--- src/rtl/round_robin_arb_wlock.sv ---
// Round-robin switch-allocation arbiter with packet locking, per-requester
// weighted quanta and a downstream stall. Grant is combinational from the
// current state; token, quantum count, owner and lock state are registered.
module round_robin_arb_wlock #(
    parameter int NUM_REQ  = 4,
    parameter int WEIGHT_W = 2,
    parameter bit LOCK_EN  = 1'b1
) (
    input  logic                         clk,
    input  logic                         rst_p,
    input  logic [NUM_REQ-1:0]           req_in,
    input  logic [NUM_REQ-1:0]           tail_in,
    input  logic [NUM_REQ*WEIGHT_W-1:0]  weight_in,
    input  logic                         stall_in,
    output logic [NUM_REQ-1:0]           grant_vec_out,
    output logic [((NUM_REQ > 1) ? $clog2(NUM_REQ) : 1)-1:0] grant_id_out,
    output logic                         grant_valid_out,
    output logic                         locked_out
);

    localparam int BITS_REQ = (NUM_REQ > 1) ? $clog2(NUM_REQ) : 1;

    localparam logic [BITS_REQ-1:0] ID_ONE   = BITS_REQ'(1);
    localparam logic [BITS_REQ-1:0] ID_LAST  = BITS_REQ'(NUM_REQ - 1);
    localparam logic [WEIGHT_W:0]   CNT_ONE  = (WEIGHT_W + 1)'(1);
    localparam logic [NUM_REQ-1:0]  VEC_ONE  = NUM_REQ'(1);

    typedef enum logic {
        ST_ARB    = 1'b0,
        ST_LOCKED = 1'b1
    } arb_state_t;

    // Registered state
    logic [BITS_REQ-1:0] token_reg;
    logic [WEIGHT_W-1:0] cnt_reg;
    logic [BITS_REQ-1:0] owner_reg;
    arb_state_t          st_reg;

    // Per-requester weights unpacked for indexed access
    logic [WEIGHT_W-1:0] weight_arr [NUM_REQ];

    generate
        for (genvar gi = 0; gi < NUM_REQ; gi++) begin : g_weight
            assign weight_arr[gi] = weight_in[gi*WEIGHT_W +: WEIGHT_W];
        end
    endgenerate

    // Cyclic search result
    logic                win_found;
    logic [BITS_REQ-1:0] win_idx;
    int                  scan_pos;
    logic [BITS_REQ-1:0] scan_idx;

    // Grant decision
    logic [BITS_REQ-1:0] grant_sel;
    logic                grant_req;
    logic                grant_ok;
    logic                grant_tail;

    // Completion arithmetic
    logic [WEIGHT_W:0]   new_cnt;
    logic [WEIGHT_W:0]   w_eff;
    logic                quantum_done;
    logic [BITS_REQ-1:0] next_token;

    // Find the first requester at or after the token, wrapping around
    always_comb begin
        win_found = 1'b0;
        win_idx   = '0;
        scan_pos  = 0;
        scan_idx  = '0;
        for (int k = 0; k < NUM_REQ; k++) begin
            scan_pos = int'(token_reg) + k;
            if (scan_pos >= NUM_REQ) begin
                scan_pos = scan_pos - NUM_REQ;
            end
            scan_idx = BITS_REQ'(scan_pos);
            if (!win_found && req_in[scan_idx]) begin
                win_found = 1'b1;
                win_idx   = scan_idx;
            end
        end
    end

    // Select the candidate: the lock owner while locked, else the search winner
    always_comb begin
        grant_sel  = (st_reg == ST_LOCKED) ? owner_reg : win_idx;
        grant_req  = (st_reg == ST_LOCKED) ? req_in[owner_reg] : win_found;
        grant_ok   = grant_req && !stall_in && !rst_p;
        grant_tail = tail_in[grant_sel] || !LOCK_EN;
    end

    // Quantum bookkeeping for a packet completing this cycle
    always_comb begin
        new_cnt      = (grant_sel == token_reg) ? ({1'b0, cnt_reg} + CNT_ONE) : CNT_ONE;
        w_eff        = (weight_arr[grant_sel] == '0) ? CNT_ONE : {1'b0, weight_arr[grant_sel]};
        quantum_done = (new_cnt >= w_eff);
        next_token   = (grant_sel == ID_LAST) ? '0 : (grant_sel + ID_ONE);
    end

    // State update: only accepted grants move the arbiter; stall freezes everything
    always_ff @(posedge clk) begin
        if (rst_p) begin
            token_reg <= '0;
            cnt_reg   <= '0;
            owner_reg <= '0;
            st_reg    <= ST_ARB;
        end else if (grant_ok) begin
            if (grant_tail) begin
                // Packet completion: either keep priority or pass the token on
                st_reg <= ST_ARB;
                if (quantum_done) begin
                    token_reg <= next_token;
                    cnt_reg   <= '0;
                end else begin
                    token_reg <= grant_sel;
                    cnt_reg   <= new_cnt[WEIGHT_W-1:0];
                end
            end else if (st_reg == ST_ARB) begin
                // Head flit of a multi-flit packet: hold the grant until the tail
                st_reg    <= ST_LOCKED;
                owner_reg <= grant_sel;
            end
        end
    end

    assign grant_valid_out = grant_ok;
    assign grant_id_out    = grant_ok ? grant_sel : '0;
    assign grant_vec_out   = grant_ok ? (VEC_ONE << grant_sel) : '0;
    assign locked_out      = (st_reg == ST_LOCKED) && !rst_p;

endmodule

--- config.mk ---
export PLATFORM = sky130hd
export DESIGN_NAME = round_robin_arb_wlock
export DESIGN_NICKNAME = d
export VERILOG_FILES = /design/src/rtl/round_robin_arb_wlock.sv
export SDC_FILE = /design/constraint.sdc
export NUM_CORES = 1
export LEC_CHECK = 0
export ABC_AREA = 0
export BUFFER_PORTS_ARGS = -buffer_cell sky130_fd_sc_hd__buf_4
export CORE_MARGIN = 2
export CORE_UTILIZATION = 58
export CTS_BUF_LIST = sky130_fd_sc_hd__clkbuf_8
export DETAILED_ROUTE_END_ITERATION = 12
export PLACE_DENSITY = 0.93
export SLEW_MARGIN = 25
export SYNTH_ARGS = -nofsm -noshare
export SYNTH_HDL_FRONTEND = slang
export SYNTH_SLANG_ARGS = --single-unit
--- constraint.sdc ---
create_clock -name clk -period 9.35 [get_ports clk]
set_input_delay 0 -clock clk [delete_from_list [all_inputs] [get_ports clk]]
set_output_delay 0 -clock clk [all_outputs]
set_load 0.02 [all_outputs]
# == Yosys cells after proc, flatten, opt, wreduce, memory -nomap -nowiden ==
# Index checks and enable logic that the tools add are counted.
# word_totals
ff_bits,7
latch_bits,0
mem_bits_rw,0
rom_bits,0
input_bits,19
out_inout_bits,8
word_cells,82
mem_count,0
# op_classes
n_addsub,9
n_mul,0
div_mod_pow,0
n_lt_le_gt_ge,12
n_eq_ne,2
n_shift,1
muxes,37
bitwise_logic,3
n_reduce_logical,14
# ops
op,n
$mux W2,16
$lt A2 B3 Y1 const B,6
$bmux W1 S2,6
$ge A3 B3 Y1 const B,4
$mux W1,12
$sub A2 B1 Y2 const B,4
$add A2 B1 Y3 const B,2
$add A2 B2 Y3 const B,2
$logic_and A1 B1 Y1,6
$logic_not A1 Y1,5
$bmux W2 S2,1
$mux W4,1
$shl A1 B2 Y4 const A,1
$ge A2 B3 Y1 const B,1
$ge A3 B2 Y1,1
$mux W3,1
$not A2 Y3,1
$reduce_and A3 Y1,1
$add A2 B1 Y2 const B,1
$eq A2 B2 Y1,1
$eq A2 B2 Y1 const B,1
$logic_not A2 Y1,1
$not A1 Y1,2
$reduce_and A2 Y1,1

# == Longest topological paths before layout ==
# Gate-level depths: netlist of the first run.
# logic_depth
word_depth,23
ltp_mapped,14
ltp_nobuf,12

# == Least setup slack after synthesis of the first run ==
# OpenSTA, ideal clock, no wires.
# synth_timing
path_type,register to register
start,reg token_reg[1]
end,reg token_reg[0]
setup_time_ns,0.119
t_arrival_ns,2.870
required_ns,9.231
setup_slack_ns,6.361
stages_incl_launch_ff,14
n_path_buf,1
period_less_slack_ns,2.989
cell_sequence,dfxtp_1 buf_4 nor3b_1 a211oi_4 a21oi_4 mux2i_1 mux2_2 a21o_1 ha_1 nand2b_1 a21o_1 a21oi_1 mux2i_1 o221a_2
# synth_between
elab_chain_cells,23
elab_cells_between_ends,57
cone_classes,add/sub (8); order compare (5); eq/ne (2); mux (31); bitwise (1); reduce/logical (10)
# synth_lines
item,line,source
from (decl),34,logic [BITS_REQ-1:0] token_reg;
from (signal assigned),113,token_reg <= next_token;
from (signal assigned),116,token_reg <= grant_sel;
branches (longest 23 deep; another with $add A2 B1 Y3),-,
# Several ways; the timed one is not identified. The select of a mux whose other input is x is not followed.
# A chain may end at the register's enable or synchronous reset.

# == Worst setup path after layout of the first run ==
# Ends and elaborated chain as after synthesis.

==> results.sh, run 1 <==
export IMPL_status="complete, no violations"
export IMPL_io_pins=27
export IMPL_coreArea_um2=1560
export IMPL_nets=177
export IMPL_grt_overflow_total=0
export IMPL_grt_usage_pct=26.9
export IMPL_rsz0062_at_grt="no"
export IMPL_fillers=116
export IMPL_pwr_share_seq_pct=24.3
export IMPL_start_util_pct=63.7
export IMPL_critPathKind="flop to flop"
export IMPL_yosysWarnings=0
export IMPL_setup_viol=0
export IMPL_hold_class="primary input to flop"
export IMPL_path_clk_slew_ns=0.04
export IMPL_wl_per_cell_um=15.1
export IMPL_post_route_min_period_ns=3.28
export IMPL_critPathLaunch="token_reg[1]"
export IMPL_arrival_ns=3.38
export IMPL_antenna_found_initial=0
export IMPL_critPathMaxStageDelay_ns=0.50
export IMPL_crit_path_end_kind="flop"
export IMPL_numCtsBuffers=3
export IMPL_port_buffers=26
export IMPL_crit_family="compound AO/OA/AOI/OAI gates"
export IMPL_syn_to_final_growth_pct=25.1
export IMPL_dpl_instance_area_um2=1190
export IMPL_dp_cells=161
export IMPL_syn_area_per_cell_um2=8.08
export IMPL_synth_seq_area_share_pct=14.1
export IMPL_die_h_um=45.4
export IMPL_r2r_start="token_reg[1]"
export IMPL_cap_violations=0
export IMPL_worst_path_max_fanout=10
export IMPL_dr_pass1_iters=4
export IMPL_required_ns=9.45
export IMPL_synth_fp_nets=149
export IMPL_postCtsSetupRepairBufs=0
export IMPL_synth_ff_type="dfxtp_1"
export IMPL_die_area_um2=2060
export IMPL_drtIter0Drc=47
export IMPL_routed_wl_um=2510
export IMPL_htree_levels=1
export IMPL_drv_slew=0
export IMPL_power_switching_uw=61.0
export IMPL_intPower_uw=96.2
export IMPL_die_w_um=45.4
export IMPL_grt_pass1_vias=969
export IMPL_stdcell_area_um2=1240
export IMPL_fmax_ghz=0.305
export IMPL_comb_power_share_pct=50.6
export IMPL_synth_cells=123
export IMPL_crit_chain="nor3b_1 -> a211oi_4 -> a21oi_4 -> mux2i_1 -> mux2_2 -> a21o_1 -> ha_1 -> nand2b_1 -> a21o_1 -> a21oi_1 -> mux2i_1 -> o221a_2"
export IMPL_start_kind="flop"
export IMPL_grt_max_degree=11
export IMPL_clock_root_buffer="clkbuf_8"
export IMPL_hold_violations=0
export IMPL_drc=0
export IMPL_vias_per_cell=6.10
export IMPL_crit_slowest_cell="nor3b_1"
export IMPL_dp_hpwl_um=2020
export IMPL_clock_path_buffers=2
export IMPL_tns_ns=0
export IMPL_cts_tree="yes"
export IMPL_cts_sinks=7
export IMPL_report_power_total_uw=157
export IMPL_drive_gt1_share_pct=30.7
export IMPL_async_reset_ff_share_pct=0
export IMPL_final_cells=166
export IMPL_ant_nets=0
export IMPL_p_leak_uw=0.000598
export IMPL_gp_congestion=0.924
export IMPL_slew_headroom_pct=65.3
export IMPL_cp_num_buf_inv=0
export IMPL_seq_area_um2=140
export IMPL_power_share_clock_pct=25.2
export IMPL_ys_ff_latch=7
export IMPL_synth_area_um2=993
export IMPL_worst_slew_pin_slew_ns=0.520
export IMPL_hold_start="tail_in[1]"
export IMPL_yosysUniqueCellTypes=52
export IMPL_powerDensity_nw_per_um2=127
export IMPL_final_common_cell="buf_4"
export IMPL_n_antenna_cell=0
export IMPL_std_cell_rows=14
export IMPL_num_vias=1012
export IMPL_multiInputGateArea_um2=790
export IMPL_vdd_ir_drop_max_uv=156
export IMPL_clk_insertion_delay_late_ns=0.22
export IMPL_fin_skew_ns=0.00162
export IMPL_min_period_over_period_pct=35.0
export IMPL_p_sw_share_pct=38.8
export IMPL_most_common_layout_cells="buf_4 (26), nand2_1 (13), inv_1 (10), mux2i_1 (10), a21oi_1 (9)"
export IMPL_grt_pass1_wl_um=4180
export IMPL_synth_edf_count=0
[Yosys cell counts (all sizes together) (3+ instances only)]
library cell | n | share of area (%)
inv | 9 | 3.4
buf | 3 | 1.8
a21oi | 10 | 6.2
nor2 | 6 | 2.3
dfxtp | 7 | 14
o21ai | 6 | 3.0
a21o | 3 | 2.4
nand2 | 13 | 4.9
ha | 7 | 8.8
mux2i | 10 | 10
and2 | 8 | 5.8
[power groups by stage]
| stage | registers [uW] | clock network (uW) | logic, uW |
|---|---|---|---|
| 3_5_place_dp | 38.3 | 0 | 78.0 |
| 2_1_floorplan | 34.5 | 0 | 61.2 |
| 4_1_cts | 37.9 | 40.0 | 78.5 |
| 6_report | 38.2 | 39.6 | 79.5 |
| 3_3_place_gp | 38.1 | 0 | 75.7 |
| 5_1_grt | 38.8 | 42.2 | 87.1 |
[what timing repair did]
item	4_1_cts	5_1_grt
hold buffers	1	0
hold endpoints to repair	1	0
setup endpoints to repair	0	0
gates resized for setup	0	0
[stage by stage]
stage | hold slack [ns] | worst slack (ns) | util, %
6_report | 0.216 | 6.07 | 79.7
5_1_grt | 0.230 | 5.88 | 79.7
4_1_cts | 0.202 | 6.12 | 79.7
3_5_place_dp | 0.227 | 6.14 | 76.2
3_3_place_gp | 0.224 | 6.22 | 76.2
2_1_floorplan | 0.0691 | 6.36 | -
[path summary, 6_finish.rpt]
kind                            depth (start not counted)  slack [ns]            to
worst max-delay path                                   12        6.07  token_reg[0]
worst min register to register                          2        0.49    cnt_reg[1]
worst max register to register                         12        6.07  token_reg[0]
worst min-delay path                                    4        0.22  owner_reg[1]
[metal layers]
layer  global-route usage, %  routed length (um)  vias up
li1                        -                   -      507
met1                    34.1                1100      452
met2                    48.2                1220       51
met3                    3.17                 184        2
met4                    5.88                  10        0
met5                       0                   0        -
[tightest hold or removal path, delay by kind of cell]
kind	cells	cell delay [ns]
compound gates	2	0.24
buf+inv	1	0.09
simple gates	1	0.06
[cells by family (layout without fill, tap and decap cells)]
family / Yosys count / in the layout / synth area share (%)
xor+xnor: 1 / 1 / 0.882
fa+ha+maj: 7 / 7 / 8.82
flops: 7 / 7 / 14.1
mux: 12 / 12 / 13.9
buf+inv: 14 / 41 / 6.42
compound gates: 38 / 38 / 32.0
simple gates: 44 / 44 / 23.9
[layout make-up]
cell class,instances,share of cell area (%)
Clock inverter,1,0.302
Timing Repair Buffer,27,16.5
Clock buffer,3,3.32
Tap cell,16,1.61
Inverter,10,3.42
Multi-Input combinational cell,102,63.5
Sequential cell,7,11.3
Note: power is estimated with default switching activity, not from simulation.
==> inputs of run 2 (changes only) <==
--- a/config.mk
+++ b/config.mk
@@ -5,13 +5,13 @@
 export SDC_FILE = /design/constraint.sdc
 export NUM_CORES = 1
 export LEC_CHECK = 0
-export ABC_AREA = 0
+export ABC_AREA = 1
 export BUFFER_PORTS_ARGS = -buffer_cell sky130_fd_sc_hd__buf_4
 export CORE_MARGIN = 2
-export CORE_UTILIZATION = 58
+export CORE_UTILIZATION = 49
 export CTS_BUF_LIST = sky130_fd_sc_hd__clkbuf_8
 export DETAILED_ROUTE_END_ITERATION = 12
-export PLACE_DENSITY = 0.93
+export PLACE_DENSITY = 0.84
 export SLEW_MARGIN = 25
 export SYNTH_ARGS = -nofsm -noshare
 export SYNTH_HDL_FRONTEND = slang
==> constraint.sdc (replaced) <==
create_clock -name clk -period 2.9 [get_ports clk]
set_input_delay 0 -clock clk [delete_from_list [all_inputs] [get_ports clk]]
set_output_delay 0 -clock clk [all_outputs]
set_load 0.02 [all_outputs]
==> run 2 against run 1 <==
The run now ends with setup timing left. Sequential share of layout area is 1.4 points lower. Non-clock buffer count up 9. Power grew to 10 times the previous value. Hold slack got worse by 0.079 ns.
==> results.sh, run 2 <==
export IMPL_status="finished with violations"
export IMPL_violations="setup timing"
export IMPL_dp_hpwl_um=2150
export IMPL_post_route_min_period_ns=3.01
export IMPL_rr_worst_depth=23
export IMPL_yosysMostFrequentCell="nand2_1"
export IMPL_grt_max_degree=10
export IMPL_dpl_instance_area_um2=1250
export IMPL_cts_sinks=7
export IMPL_vdd_ir_drop_max_uv=1090
export IMPL_fin_util_pct=75.3
export IMPL_coreArea_um2=1940
export IMPL_hold_class="primary input to flop"
export IMPL_grt_usage_pct=23.6
export IMPL_slew_headroom_pct=69.1
export IMPL_synth_top_area_share_pct=22.7
export IMPL_arrival_ns=3.16
export IMPL_crit_chain="buf_6 -> nand2_4 -> nand2_4 -> nand2_4 -> nand2_4 -> nor2_4 -> nand3_2 -> nand2_1 -> nand2_1 -> nand2_2 -> nand2_4 -> inv_4 -> nand2_2 -> nand2_2 -> inv_2 -> a32oi_2 -> nand3_1 -> ha_1 -> inv_1 -> nand2_2 -> a21oi_4 -> nand4_1 -> a21oi_2"
export IMPL_vias_per_cell=5.27
export IMPL_grt_overflow_total=0
export IMPL_stdcell_area_um2=1460
export IMPL_min_period_over_period_pct=104
export IMPL_wl_per_cell_um=12.8
export IMPL_setup_viol=4
export IMPL_gp_congestion=0.888
export IMPL_ys_top_cells_by_count="nand2_1 (60), inv_1 (25), nor2_1 (18), nand3_1 (14), a21oi_1 (10)"
export IMPL_hold_depth=4
export IMPL_cts_tree="yes"
export IMPL_grt_pass1_vias=1140
export IMPL_worst_slew_pin_slew_ns=0.460
export IMPL_drtIter0Drc=31
export IMPL_drc=0
export IMPL_synth_cells=178
export IMPL_fmax_ghz=0.333
export IMPL_synth_ff_type="dfxtp_1"
export IMPL_yosysWarnings=0
export IMPL_synth_fp_nets=204
export IMPL_crit_top_cell="nand2_4"
export IMPL_clk_insertion_delay_late_ns=0.23
export IMPL_clock_root_buffer="clkbuf_8"
export IMPL_n_antenna_cell=0
export IMPL_port_buffers=26
export IMPL_syn_area_per_cell_um2=5.57
export IMPL_powerDensity_nw_per_um2=1090
export IMPL_die_w_um=49
export IMPL_cap_violations=0
export IMPL_crit_path_end_kind="flop"
export IMPL_worst_slack_ns=-0.106
export IMPL_synth_area_um2=992
export IMPL_r2r_start="token_reg[0]"
export IMPL_htree_levels=1
export IMPL_start_kind="flop"
export IMPL_nets=244
export IMPL_grt_pass1_wl_um=4620
export IMPL_io_pins=27
export IMPL_async_reset_ff_share_pct=0
export IMPL_rsz0062_at_grt="yes"
export IMPL_antenna_found_initial=0
export IMPL_synth_top_cell_by_area="nand2_1"
export IMPL_crit_slowest_cell="dfxtp_4"
export IMPL_required_ns=3.06
export IMPL_synth_seq_area_share_pct=14.1
export IMPL_yosys_top_cells_area="nand2_1 (23%), dfxtp_1 (14%), inv_1 (9.5%)"
export IMPL_drive_gt1_share_pct=39.2
export IMPL_dr_pass1_iters=4
export IMPL_die_h_um=49
export IMPL_most_common_layout_cells="nand2_1 (46), buf_4 (33), inv_1 (25)"
export IMPL_clock_path_buffers=2
export IMPL_die_area_um2=2400
export IMPL_worst_path_max_fanout=6
export IMPL_yosysUniqueCellTypes=21
export IMPL_routed_wl_um=3130
export IMPL_critPathKind="flop to flop"
export IMPL_hold_violations=0
export IMPL_ant_nets=0
export IMPL_p_leak_uw=0.000788
export IMPL_final_common_cell="nand2_1"
export IMPL_num_vias=1286
export IMPL_syn_to_final_growth_pct=47.4
export IMPL_ys_ff_latch=7
export IMPL_numCtsBuffers=3
export IMPL_path_clk_slew_ns=0.04
export IMPL_drv_slew=0
export IMPL_start_util_pct=51.1
export IMPL_hold_start="stall_in"
export IMPL_critPathMaxStageDelay_ns=0.38
export IMPL_synth_edf_count=0
export IMPL_std_cell_rows=16
export IMPL_fin_skew_ns=0.00264
export IMPL_critPathLaunch="token_reg[0]"
## run 2: kinds of logic after synthesis
| kind of cell | count (synthesis) | synth area share (%) |
|---|---|---|
| simple gates | 111 | 53.3 |
| buf+inv | 32 | 12.5 |
| compound gates | 21 | 11.2 |
| fa+ha+maj | 7 | 8.83 |
| flops | 7 | 14.1 |
## run 2: final cells by class
type / count / area (um^2)
multi-input cells: 139 / 835
fillers: 177 / 479
repair buffers: 36 / 280
flip-flops and latches: 7 / 145
inverters: 31 / 124
clock buffers: 3 / 41.3
well taps: 27 / 33.8
clock inverters: 1 / 3.75
## run 2: per-layer routing
layer | wire length, um | track usage [%] | vias up
met5 | 0 | 0 | -
met4 | 56 | 4.29 | 0
met3 | 66 | 1.84 | 6
met2 | 1780 | 46.3 | 27
met1 | 1220 | 27.6 | 609
li1 | - | - | 644
## run 2: worst paths after layout
kind / slack (ns) / end
min: 0.14 / owner_reg[1]
max: -0.11 / cnt_reg[1]
max reg2reg: -0.11 / cnt_reg[1]
min reg2reg: 0.48 / owner_reg[0]
## run 2: worst max-delay path, delay by kind of cell, from the launching register on
| family | cells | cell delay (ns) |
|---|---|---|
| and+or+nand+nor | 15 | 1.30 |
| adders and majority gates | 1 | 0.30 |
| AOI/OAI and AO/OA | 3 | 0.64 |
| DFF | 1 | 0.38 |
| buffers and inverters | 4 | 0.33 |
## run 2: what timing repair did
action	in CTS	in global routing
pin swaps	0	19
hold buffers	1	0
gates resized for setup	3	35
setup endpoints to repair	4	4
endpoints found under the hold margin	2	0
buffers inserted	0	4
## run 2: through the flow
step | TNS [ns] | hold slack (ns) | cells | setup slack [ns] | total power [uW]
6_report | -0.245 | 0.137 | 244 | -0.106 | 1600
5_1_grt | -1.09 | 0.146 | 244 | -0.316 | 1730
4_1_cts | 0 | 0.128 | 240 | 0.00619 | 1320
3_5_place_dp | -0.727 | 0.225 | 235 | -0.215 | 1130
3_3_place_gp | -0.182 | 0.222 | 235 | -0.0836 | 1090
2_1_floorplan | 0 | 0.0523 | 178 | 0.177 | 876
## run 2: power breakdown
part / internal [uW] / switching [uW]
sequential: 124 / 32.8
combinational: 499 / 806
clock: 91.4 / 41.7
total: 715 / 880
==> inputs of run 3 (changes only) <==
--- a/config.mk
+++ b/config.mk
@@ -8,10 +8,9 @@
 export ABC_AREA = 1
 export BUFFER_PORTS_ARGS = -buffer_cell sky130_fd_sc_hd__buf_4
 export CORE_MARGIN = 2
-export CORE_UTILIZATION = 49
-export CTS_BUF_LIST = sky130_fd_sc_hd__clkbuf_8
+export CORE_UTILIZATION = 47
 export DETAILED_ROUTE_END_ITERATION = 12
-export PLACE_DENSITY = 0.84
+export PLACE_DENSITY = 0.82
 export SLEW_MARGIN = 25
 export SYNTH_ARGS = -nofsm -noshare
 export SYNTH_HDL_FRONTEND = slang
==> run 3 against run 2 <==
Sequential power rose by 3%. Sequential share of layout area barely moved. Hold slack got worse by 0.050 ns. Fmax rose by 5.8%. Utilization fell by 0.32 points. Die area rose by 3.9%. Cell count rose by 1.2%. Non-clock buffer count rose by 3. The flow now finishes without violations. Global-route usage fell by 1.7 points. Routed wire length fell by 1.0%.
==> results.sh, run 3 (same netlist as run 2, synthesis figures left out) <==
export IMPL_status="complete, no violations"
export IMPL_port_buffers=26
export IMPL_die_h_um=49.9
export IMPL_grt_max_degree=10
export IMPL_clk_insertion_delay_late_ns=0.26
export IMPL_hold_start="stall_in"
export IMPL_coreArea_um2=1980
export IMPL_p_leak_uw=0.000800
export IMPL_tns_ns=0
export IMPL_most_common_layout_cells="nand2_1 (41), buf_4 (36), inv_1 (24)"
export IMPL_start_util_pct=50.1
export IMPL_htree_levels=1
export IMPL_syn_to_final_growth_pct=49.8
export IMPL_crit_slowest_cell="dfxtp_4"
export IMPL_rsz0062_at_grt="yes"
export IMPL_r2r_start="token_reg[0]"
export IMPL_drtIter0Drc=37
export IMPL_die_w_um=49.9
export IMPL_cts_sinks=7
export IMPL_gp_congestion=0.823
export IMPL_busiest_layer="met2"
export IMPL_start_kind="flop"
export IMPL_grt_overflow_total=0
export IMPL_vdd_ir_drop_max_uv=969
export IMPL_critPathLaunch="token_reg[0]"
export IMPL_min_period_over_period_pct=98.0
export IMPL_numCtsBuffers=3
export IMPL_die_area_um2=2490
export IMPL_cap_violations=0
export IMPL_grt_pass1_vias=1087
export IMPL_std_cell_rows=16
export IMPL_n_antenna_cell=0
export IMPL_hold_class="primary input to flop"
export IMPL_critPathKind="flop to flop"
export IMPL_dr_pass1_iters=4
export IMPL_drive_gt1_share_pct=42.3
export IMPL_grt_usage_pct=21.9
export IMPL_grt_pass1_wl_um=4350
export IMPL_io_pins=27
export IMPL_hold_violations=0
export IMPL_drv_slew=0
export IMPL_worst_slack_ns=0.0578
export IMPL_num_vias=1309
export IMPL_cts_tree="yes"
export IMPL_clock_root_buffer="clkbuf_4"
export IMPL_worst_slew_pin_slew_ns=0.433
export IMPL_fin_skew_ns=0.00996
export IMPL_dpl_instance_area_um2=1260
export IMPL_fmax_ghz=0.352
export IMPL_dp_hpwl_um=2200
export IMPL_final_common_cell="nand2_1"
export IMPL_ant_nets=0
export IMPL_use_met1_pct=25.4
export IMPL_fillers=147
export IMPL_post_route_min_period_ns=2.84
export IMPL_slew_headroom_pct=70.9
export IMPL_grt_use_met2_pct=42.2
export IMPL_drc=0
export IMPL_nets=247
export IMPL_grt_util_met3_pct=1.82
export IMPL_routed_wl_um=3090
export IMPL_stdcell_area_um2=1490
export IMPL_dp_cells=236
export IMPL_clock_path_buffers=2
export IMPL_preCtsSetupSlack_ns=-0.0463
export IMPL_final_cells=247
export IMPL_wl_per_cell_um=12.5
export IMPL_crit_path_end_kind="flop"
export IMPL_setup_viol=0
export IMPL_antenna_found_initial=0
export IMPL_crit_top_cell="nand2_2"
export IMPL_path_clk_slew_ns=0.06
export IMPL_crit_chain="buf_6 -> nand2_2 -> nand2_1 -> o21ai_2 -> inv_1 -> nand3_2 -> nand3_1 -> nand2_2 -> nand2_4 -> nand2_2 -> inv_2 -> a32oi_2 -> nand3_1 -> ha_1 -> inv_1 -> nand2_1 -> a21oi_1 -> buf_4 -> nand4_1 -> a21oi_2"
export IMPL_powerDensity_nw_per_um2=1040
export IMPL_required_ns=3.10
export IMPL_critPathMaxStageDelay_ns=0.36
export IMPL_arrival_ns=3.04
export IMPL_worst_path_max_fanout=8
export IMPL_holdWs_ns=0.0869
export IMPL_vias_per_cell=5.30
run 3: routing by layer:
metal | up-vias | wire length [um]
met2 | 29 | 1640
met1 | 624 | 1330
met5 | - | 0
met3 | 5 | 90
met4 | 0 | 29
li1 | 651 | -
run 3: report_power, final:
part / internal, uW / total, uW / switching (uW)
clock network: 52.8 / 92.5 / 39.8
logic: 514 / 1290 / 778
registers: 125 / 161 / 35.3
total: 692 / 1540 / 853
run 3: cell type report:
| class | instances | area, um^2 | share of cell area, % |
|---|---|---|---|
| Multi-Input combinational cell | 139 | 850 | 57.2 |
| Timing Repair Buffer | 39 | 303 | 20.4 |
| Sequential cell | 7 | 148 | 9.93 |
| Inverter | 31 | 126 | 8.50 |
| Tap cell | 27 | 33.8 | 2.27 |
| Clock buffer | 4 | 26.3 | 1.77 |
run 3: worst paths after layout:
check	to	slack, ns	depth (start not counted)
worst min-delay path	owner_reg[1]	0.09	4
worst max-delay path	cnt_reg[1]	0.06	20
worst min register to register	owner_reg[0]	0.49	2
worst max register to register	cnt_reg[1]	0.06	20
run 3: what timing repair did:
action / 4_1_cts / 5_1_grt
setup buffers: 0 / 6
hold buffers: 1 / 0
pin swaps: 0 / 22
gates resized for setup: 2 / 44
hold endpoints to repair: 2 / 0
setup endpoints to repair: 4 / 4
run 3: metrics by stage:
step                total power (uW)  utilization (%)
floorplan                        876                -
global placement                1130             63.5
detailed placement              1180             63.5
CTS                             1280             65.5
global route                    1680             75.0
finish                          1540             75.0
run 3: critical path, delay by kind of cell, from the launching register on:
kind	cells	cell delay [ns]
and+or+nand+nor	10	1.00
AOI/OAI and AO/OA	4	0.64
buffers and inverters	5	0.49
DFF	1	0.36
adders and majority gates	1	0.29
